**src/rtl/cordic_output_restorer.sv**
```systemverilog
// cordic_output_restorer: restores CORDIC rotation results to their original quadrant.
//
// Quadrant tags are queued in order as samples enter the core. Each core result
// pops one tag and is rotated by +q*90 degrees before it is presented downstream.
//
// Optional feature macro: CORDIC_GAIN_COMP_EN
//   Defined   : a second register stage scales x and y by 1/K (19899 in Q1.15); latency 2.
//   Undefined : single register stage, latency 1; outputs still carry the CORDIC gain K.
//
// Ports:
//   clk, rst_n                    clock, asynchronous active-low reset
//   tag_valid/tag_ready/tag_quadrant  quadrant tag push side (tag_ready = !full)
//   res_valid/res_ready/res_x/res_y   core result side (res_ready = !empty && pipe_en)
//   out_valid/out_ready/out_x/out_y/out_quadrant  restored sample stream
//   tag_count                     number of tags currently buffered
module cordic_output_restorer #(
    parameter  int FRAC_BITS = 15,
    parameter  int TAG_DEPTH = 8,
    localparam int W         = FRAC_BITS + 1,
    localparam int AW        = $clog2(TAG_DEPTH),
    localparam int CW        = AW + 1
) (
    input  logic          clk,
    input  logic          rst_n,
    input  logic          tag_valid,
    output logic          tag_ready,
    input  logic [1:0]    tag_quadrant,
    input  logic          res_valid,
    output logic          res_ready,
    input  logic [W-1:0]  res_x,
    input  logic [W-1:0]  res_y,
    output logic          out_valid,
    input  logic          out_ready,
    output logic [W-1:0]  out_x,
    output logic [W-1:0]  out_y,
    output logic [1:0]    out_quadrant,
    output logic [CW-1:0] tag_count
);

    // Negating the most negative value would wrap; clamp it to the most positive.
    function automatic logic [W-1:0] neg_sat(input logic [W-1:0] v);
        return (v == {1'b1, {(W-1){1'b0}}}) ? {1'b0, {(W-1){1'b1}}} : -v;
    endfunction

    logic [1:0]    mem_q [TAG_DEPTH];
    logic [1:0]    mem_d [TAG_DEPTH];
    logic [AW-1:0] wr_ptr_q, wr_ptr_d, rd_ptr_q, rd_ptr_d;
    logic [CW-1:0] count_q, count_d;
    logic          full, empty, push, pop, pipe_en;
    logic [1:0]    q;
    logic [W-1:0]  rot_x, rot_y;

    logic          s1_valid_q, s1_valid_d;
    logic [W-1:0]  s1_x_q, s1_x_d, s1_y_q, s1_y_d;
    logic [1:0]    s1_quad_q, s1_quad_d;

    always_comb begin
        full      = (count_q == CW'(TAG_DEPTH));
        empty     = (count_q == '0);
        tag_ready = !full;
        pipe_en   = !out_valid || out_ready;
        res_ready = !empty && pipe_en;
        push      = tag_valid && tag_ready;
        pop       = res_valid && res_ready;
        wr_ptr_d  = push ? wr_ptr_q + AW'(1) : wr_ptr_q;
        rd_ptr_d  = pop ? rd_ptr_q + AW'(1) : rd_ptr_q;
        count_d   = count_q + CW'(push) - CW'(pop);
        tag_count = count_q;
        mem_d     = mem_q;
        if (push) mem_d[wr_ptr_q] = tag_quadrant;
    end

    // Counter-clockwise rotation by q quarter turns.
    always_comb begin
        q     = mem_q[rd_ptr_q];
        rot_x = (q == 2'd0) ? res_x : (q == 2'd1) ? neg_sat(res_y) :
                (q == 2'd2) ? neg_sat(res_x) : res_y;
        rot_y = (q == 2'd0) ? res_y : (q == 2'd1) ? res_x :
                (q == 2'd2) ? neg_sat(res_y) : neg_sat(res_x);
    end

    always_comb begin
        s1_valid_d = pipe_en ? pop : s1_valid_q;
        s1_x_d     = (pipe_en && pop) ? rot_x : s1_x_q;
        s1_y_d     = (pipe_en && pop) ? rot_y : s1_y_q;
        s1_quad_d  = (pipe_en && pop) ? q : s1_quad_q;
    end

    always_ff @(posedge clk or negedge rst_n) begin
        if (!rst_n) begin
            for (int i = 0; i < TAG_DEPTH; i++) mem_q[i] <= '0;
            wr_ptr_q   <= '0;
            rd_ptr_q   <= '0;
            count_q    <= '0;
            s1_valid_q <= 1'b0;
            s1_x_q     <= '0;
            s1_y_q     <= '0;
            s1_quad_q  <= '0;
        end else begin
            mem_q      <= mem_d;
            wr_ptr_q   <= wr_ptr_d;
            rd_ptr_q   <= rd_ptr_d;
            count_q    <= count_d;
            s1_valid_q <= s1_valid_d;
            s1_x_q     <= s1_x_d;
            s1_y_q     <= s1_y_d;
            s1_quad_q  <= s1_quad_d;
        end
    end

`ifdef CORDIC_GAIN_COMP_EN
    // Multiply by 1/K in Q1.15 with round-half-up, then keep the W-bit result.
    function automatic logic [W-1:0] gain(input logic [W-1:0] v);
        logic signed [W+16:0] p;
        p = $signed(v) * $signed(17'sd19899) + (W+17)'(16384);
        return p[W+14:15];
    endfunction

    logic          s2_valid_q, s2_valid_d;
    logic [W-1:0]  s2_x_q, s2_x_d, s2_y_q, s2_y_d;
    logic [1:0]    s2_quad_q, s2_quad_d;

    always_comb begin
        s2_valid_d = pipe_en ? s1_valid_q : s2_valid_q;
        s2_x_d     = (pipe_en && s1_valid_q) ? gain(s1_x_q) : s2_x_q;
        s2_y_d     = (pipe_en && s1_valid_q) ? gain(s1_y_q) : s2_y_q;
        s2_quad_d  = (pipe_en && s1_valid_q) ? s1_quad_q : s2_quad_q;
    end

    always_ff @(posedge clk or negedge rst_n) begin
        if (!rst_n) begin
            s2_valid_q <= 1'b0;
            s2_x_q     <= '0;
            s2_y_q     <= '0;
            s2_quad_q  <= '0;
        end else begin
            s2_valid_q <= s2_valid_d;
            s2_x_q     <= s2_x_d;
            s2_y_q     <= s2_y_d;
            s2_quad_q  <= s2_quad_d;
        end
    end

    always_comb begin
        out_valid    = s2_valid_q;
        out_x        = s2_x_q;
        out_y        = s2_y_q;
        out_quadrant = s2_quad_q;
    end
`else
    always_comb begin
        out_valid    = s1_valid_q;
        out_x        = s1_x_q;
        out_y        = s1_y_q;
        out_quadrant = s1_quad_q;
    end
`endif

endmodule

```
**config.mk**
```make
export PLATFORM = sky130hd
export DESIGN_NAME = cordic_output_restorer
export DESIGN_NICKNAME = d
export VERILOG_FILES = /design/src/rtl/cordic_output_restorer.sv
export SDC_FILE = /design/constraint.sdc
export NUM_CORES = 1
export LEC_CHECK = 0
export ABC_AREA = 1
export ABC_CLOCK_PERIOD_IN_PS = 3700
export CAP_MARGIN = 30
export CORE_UTILIZATION = 27
export CTS_BUF_LIST = sky130_fd_sc_hd__clkbuf_4 sky130_fd_sc_hd__clkbuf_8
export DETAILED_ROUTE_END_ITERATION = 10
export PLACE_DENSITY = 0.54
export SLEW_MARGIN = 20
export SYNTH_ARGS = -nofsm -noshare
export SYNTH_HDL_FRONTEND = slang
export SYNTH_SLANG_ARGS = --single-unit
```
**constraint.sdc**
```tcl
create_clock -name clk -period 3.7 [get_ports clk]
set_input_delay 0.74 -clock clk [delete_from_list [all_inputs] [get_ports clk]]
set_output_delay 0.74 -clock clk [all_outputs]
set_load 0.01 [all_outputs]
```
==> impl_metrics.tcl <==
set metrics [dict create \
    grt_pass1_wl_um 24410 \
    cts_buffer_depth 2 \
    seq_area_frac_synth_pct 32.50 \
    slew_headroom_pct 47.14 \
    preCtsSetupSlack_ns 0.7387 \
    die_h_um 133.9 \
    fin_ws_ns 0.9155 \
    fin_skew_ns 0.01358 \
    syn_inst 756 \
    numCtsBuffers 9 \
    rsz0062_at_grt "no" \
    synth.avg_cell_area_um2 6.213 \
    place_area_mm2 0.005663 \
    ys_types 30 \
    dr_total_vias 4794 \
    drc 0 \
    clock_latency_ns 0.36 \
    grt.overflow.total 0 \
    antenna_left 0 \
    worstMarginPinSlew_ns 0.7929 \
    ff2ff_path_depth 11 \
    cts-root-buf "clkbuf_8" \
    seq_area_mm2 0.001526 \
    ys_seq_elements 61 \
    die_area_mm2 0.01793 \
    rrSetupSlack_ns 1.25 \
    multi_input_area_mm2 0.002646 \
    required_ns 2.96 \
    ir_drop_uv 407.3 \
    grt_antenna_before_repair 0 \
    path_class "in -> out" \
    cp_max_fo 2 \
    drt-total-wl_um 15090 \
    synthesis.nets 805 \
    p_total_mw 5.256 \
    place_inst 1041 \
    portBuffers 79 \
    grt_pass1_vias 4513 \
    synth_warnings 0 \
    clock.fmax_mhz 359.1 \
    tns_ns 0 \
    drv_slew 0 \
    first_pass_iters 8 \
    drt_iter0_drc 418 \
    postCtsSetupBuffers 0 \
    design.core.area_mm2 0.01676 \
    setup_viol 0 \
    final_common_cell "nand2_1" \
    reg2reg_to "out_y[12]$_DFFE_PN0P_" \
    critPathArrivalTime_ns 2.04 \
    cts.htree.levels 3 \
    hold_viol 0 \
    min_period_ns 2.784 \
    drive_gt1_share_pct 6.093 \
    p_per_area_mw_per_mm2 895.1 \
    cts_resized 0 \
    startpoint_type "input port" \
    clk_pin_slew_ns 0.09 \
    num_io_pins 80 \
    hp-class "in -> async" \
    hold_buffers 0 \
    r2r-start "rd_ptr_q[0]$_DFFE_PN0P_" \
    dp_hpwl_um 10880 \
    gp_congestion 0.8523 \
    instances_no_fill 1057 \
    wl_per_cell_um 14.27 \
    post-route-period-util_pct 75.26 \
    cts_sinks 61 \
    via_per_inst 4.535 \
    maxCapViolCount 0 \
    status "finished, final reports clean" \
    fillers 1829 \
    rows 47 \
    end_kind "output port" \
    syn_to_final_growth_pct 25.01 \
    diodes 0 \
    final_cell_mix "nand2_1 (276), inv_1 (101), nor2_1 (84), clkdlybuf4s50_1 (78), nand3_1 (69)" \
    die-width_um 133.9 \
    stdcell_area_mm2 0.005872 \
    grt_max_degree 37 \
    groute.usage.overall_pct 17.37 \
    initial_utilization_pct 28.03 \
    p_leak_nw 3.039 \
    synthesis.area_mm2 0.004697 \
    nNetsFinal 881 \
    tritoncts "done" \
]
[layer usage]
metal  up-vias  GRT usage, %  share of wire (%)
met4         0         5.429                1.6
met2       145         25.85                 42
met3        22         3.250                6.0
met5         -             0                  0
li1       2494             -                  -
met1      2133         25.15                 50
[cell type report]
| class | instances | area share (%) |
|---|---|---|
| multi-input combinational | 572 | 45.07 |
| clock buffer | 10 | 2.344 |
| inverter | 105 | 6.797 |
| tap | 220 | 4.688 |
| timing repair buffer | 83 | 13.89 |
| clock inverter | 6 | 1.215 |
| sequential | 61 | 26.00 |
[synth_stat cells, drive strengths merged]
master / instances / area [µm²]
buf: 13 / 106.3
or2: 3 / 18.77
ha: 9 / 112.6
xor2: 9 / 78.83
xnor2: 3 / 26.28
a21oi: 10 / 50.05
clkbuf: 5 / 18.77
nand2: 285 / 1107
fa: 1 / 20.02
inv: 105 / 399.1
dfrtp: 61 / 1526
o21bai: 6 / 45.04
a21boi: 1 / 11.26
nand3: 72 / 375.4
o21ai: 77 / 385.4
a21o: 1 / 7.510
nor2: 94 / 401.6
nand4: 1 / 6.260
[where the power goes]
group	leakage [nW]	switching, mW	internal [mW]
logic	2.20	2.15	1.23
clock network	0.0991	0.311	0.334
registers	0.742	0.231	1.00
[stage by stage]
step | hold slack, ns | utilization [%]
2_1_floorplan | 0.4444 | -
3_3_place_gp | 0.4674 | 33.79
3_5_place_dp | 0.4649 | 33.79
4_1_cts | 0.4758 | 35.04
5_1_grt | 0.4997 | 35.04
6_report | 0.4559 | 35.04
[registers in the layout (all words and copies together), names as in the netlist]
| name | cells |
|---|---|
| out_x | 16 |
| rd_ptr_q | 3 |
| out_y | 16 |
| mem_q | 16 |
| wr_ptr_q | 3 |
| out_valid | 1 |
| tag_count | 4 |
| out_quadrant | 2 |
[worst max path at each step]
stage                          from                     end  slack [ns]  depth (start not counted)
after detailed placement   res_x[0]   out_x[15]$_DFFE_PN0P_        0.74                         12
after CTS                 out_ready               res_ready        0.89                          5
after floorplan           out_ready  tag_count[2]$_DFF_PN0_        1.24                         11
after global routing      out_ready               res_ready        0.83                          5
after global placement     res_x[0]    out_y[5]$_DFFE_PN0P_        0.71                         13
final                     out_ready               res_ready        0.92                          5
[kinds of logic (layout without fill, tap and decap cells)]
| logic type | count (synthesis) | count (layout) | share of synthesized area (%) |
|---|---|---|---|
| AO/OA/AOI/OAI | 95 | 95 | 10.63 |
| XOR/XNOR | 12 | 12 | 2.238 |
| adder cells (fa/ha/maj) | 10 | 10 | 2.824 |
| buffers and inverters | 123 | 204 | 11.16 |
| flip-flops | 61 | 61 | 32.50 |
| AND/OR/NAND/NOR | 455 | 455 | 40.65 |
[worst max-delay path, stage by stage]
cell and delay, ns:
clkdlybuf4s50_1 0.45, inv_1 0.03, nand2_1 0.08, a21boi_2 0.18, clkdlybuf4s50_1 0.56
Note: power is estimated with default switching activity, not from simulation.
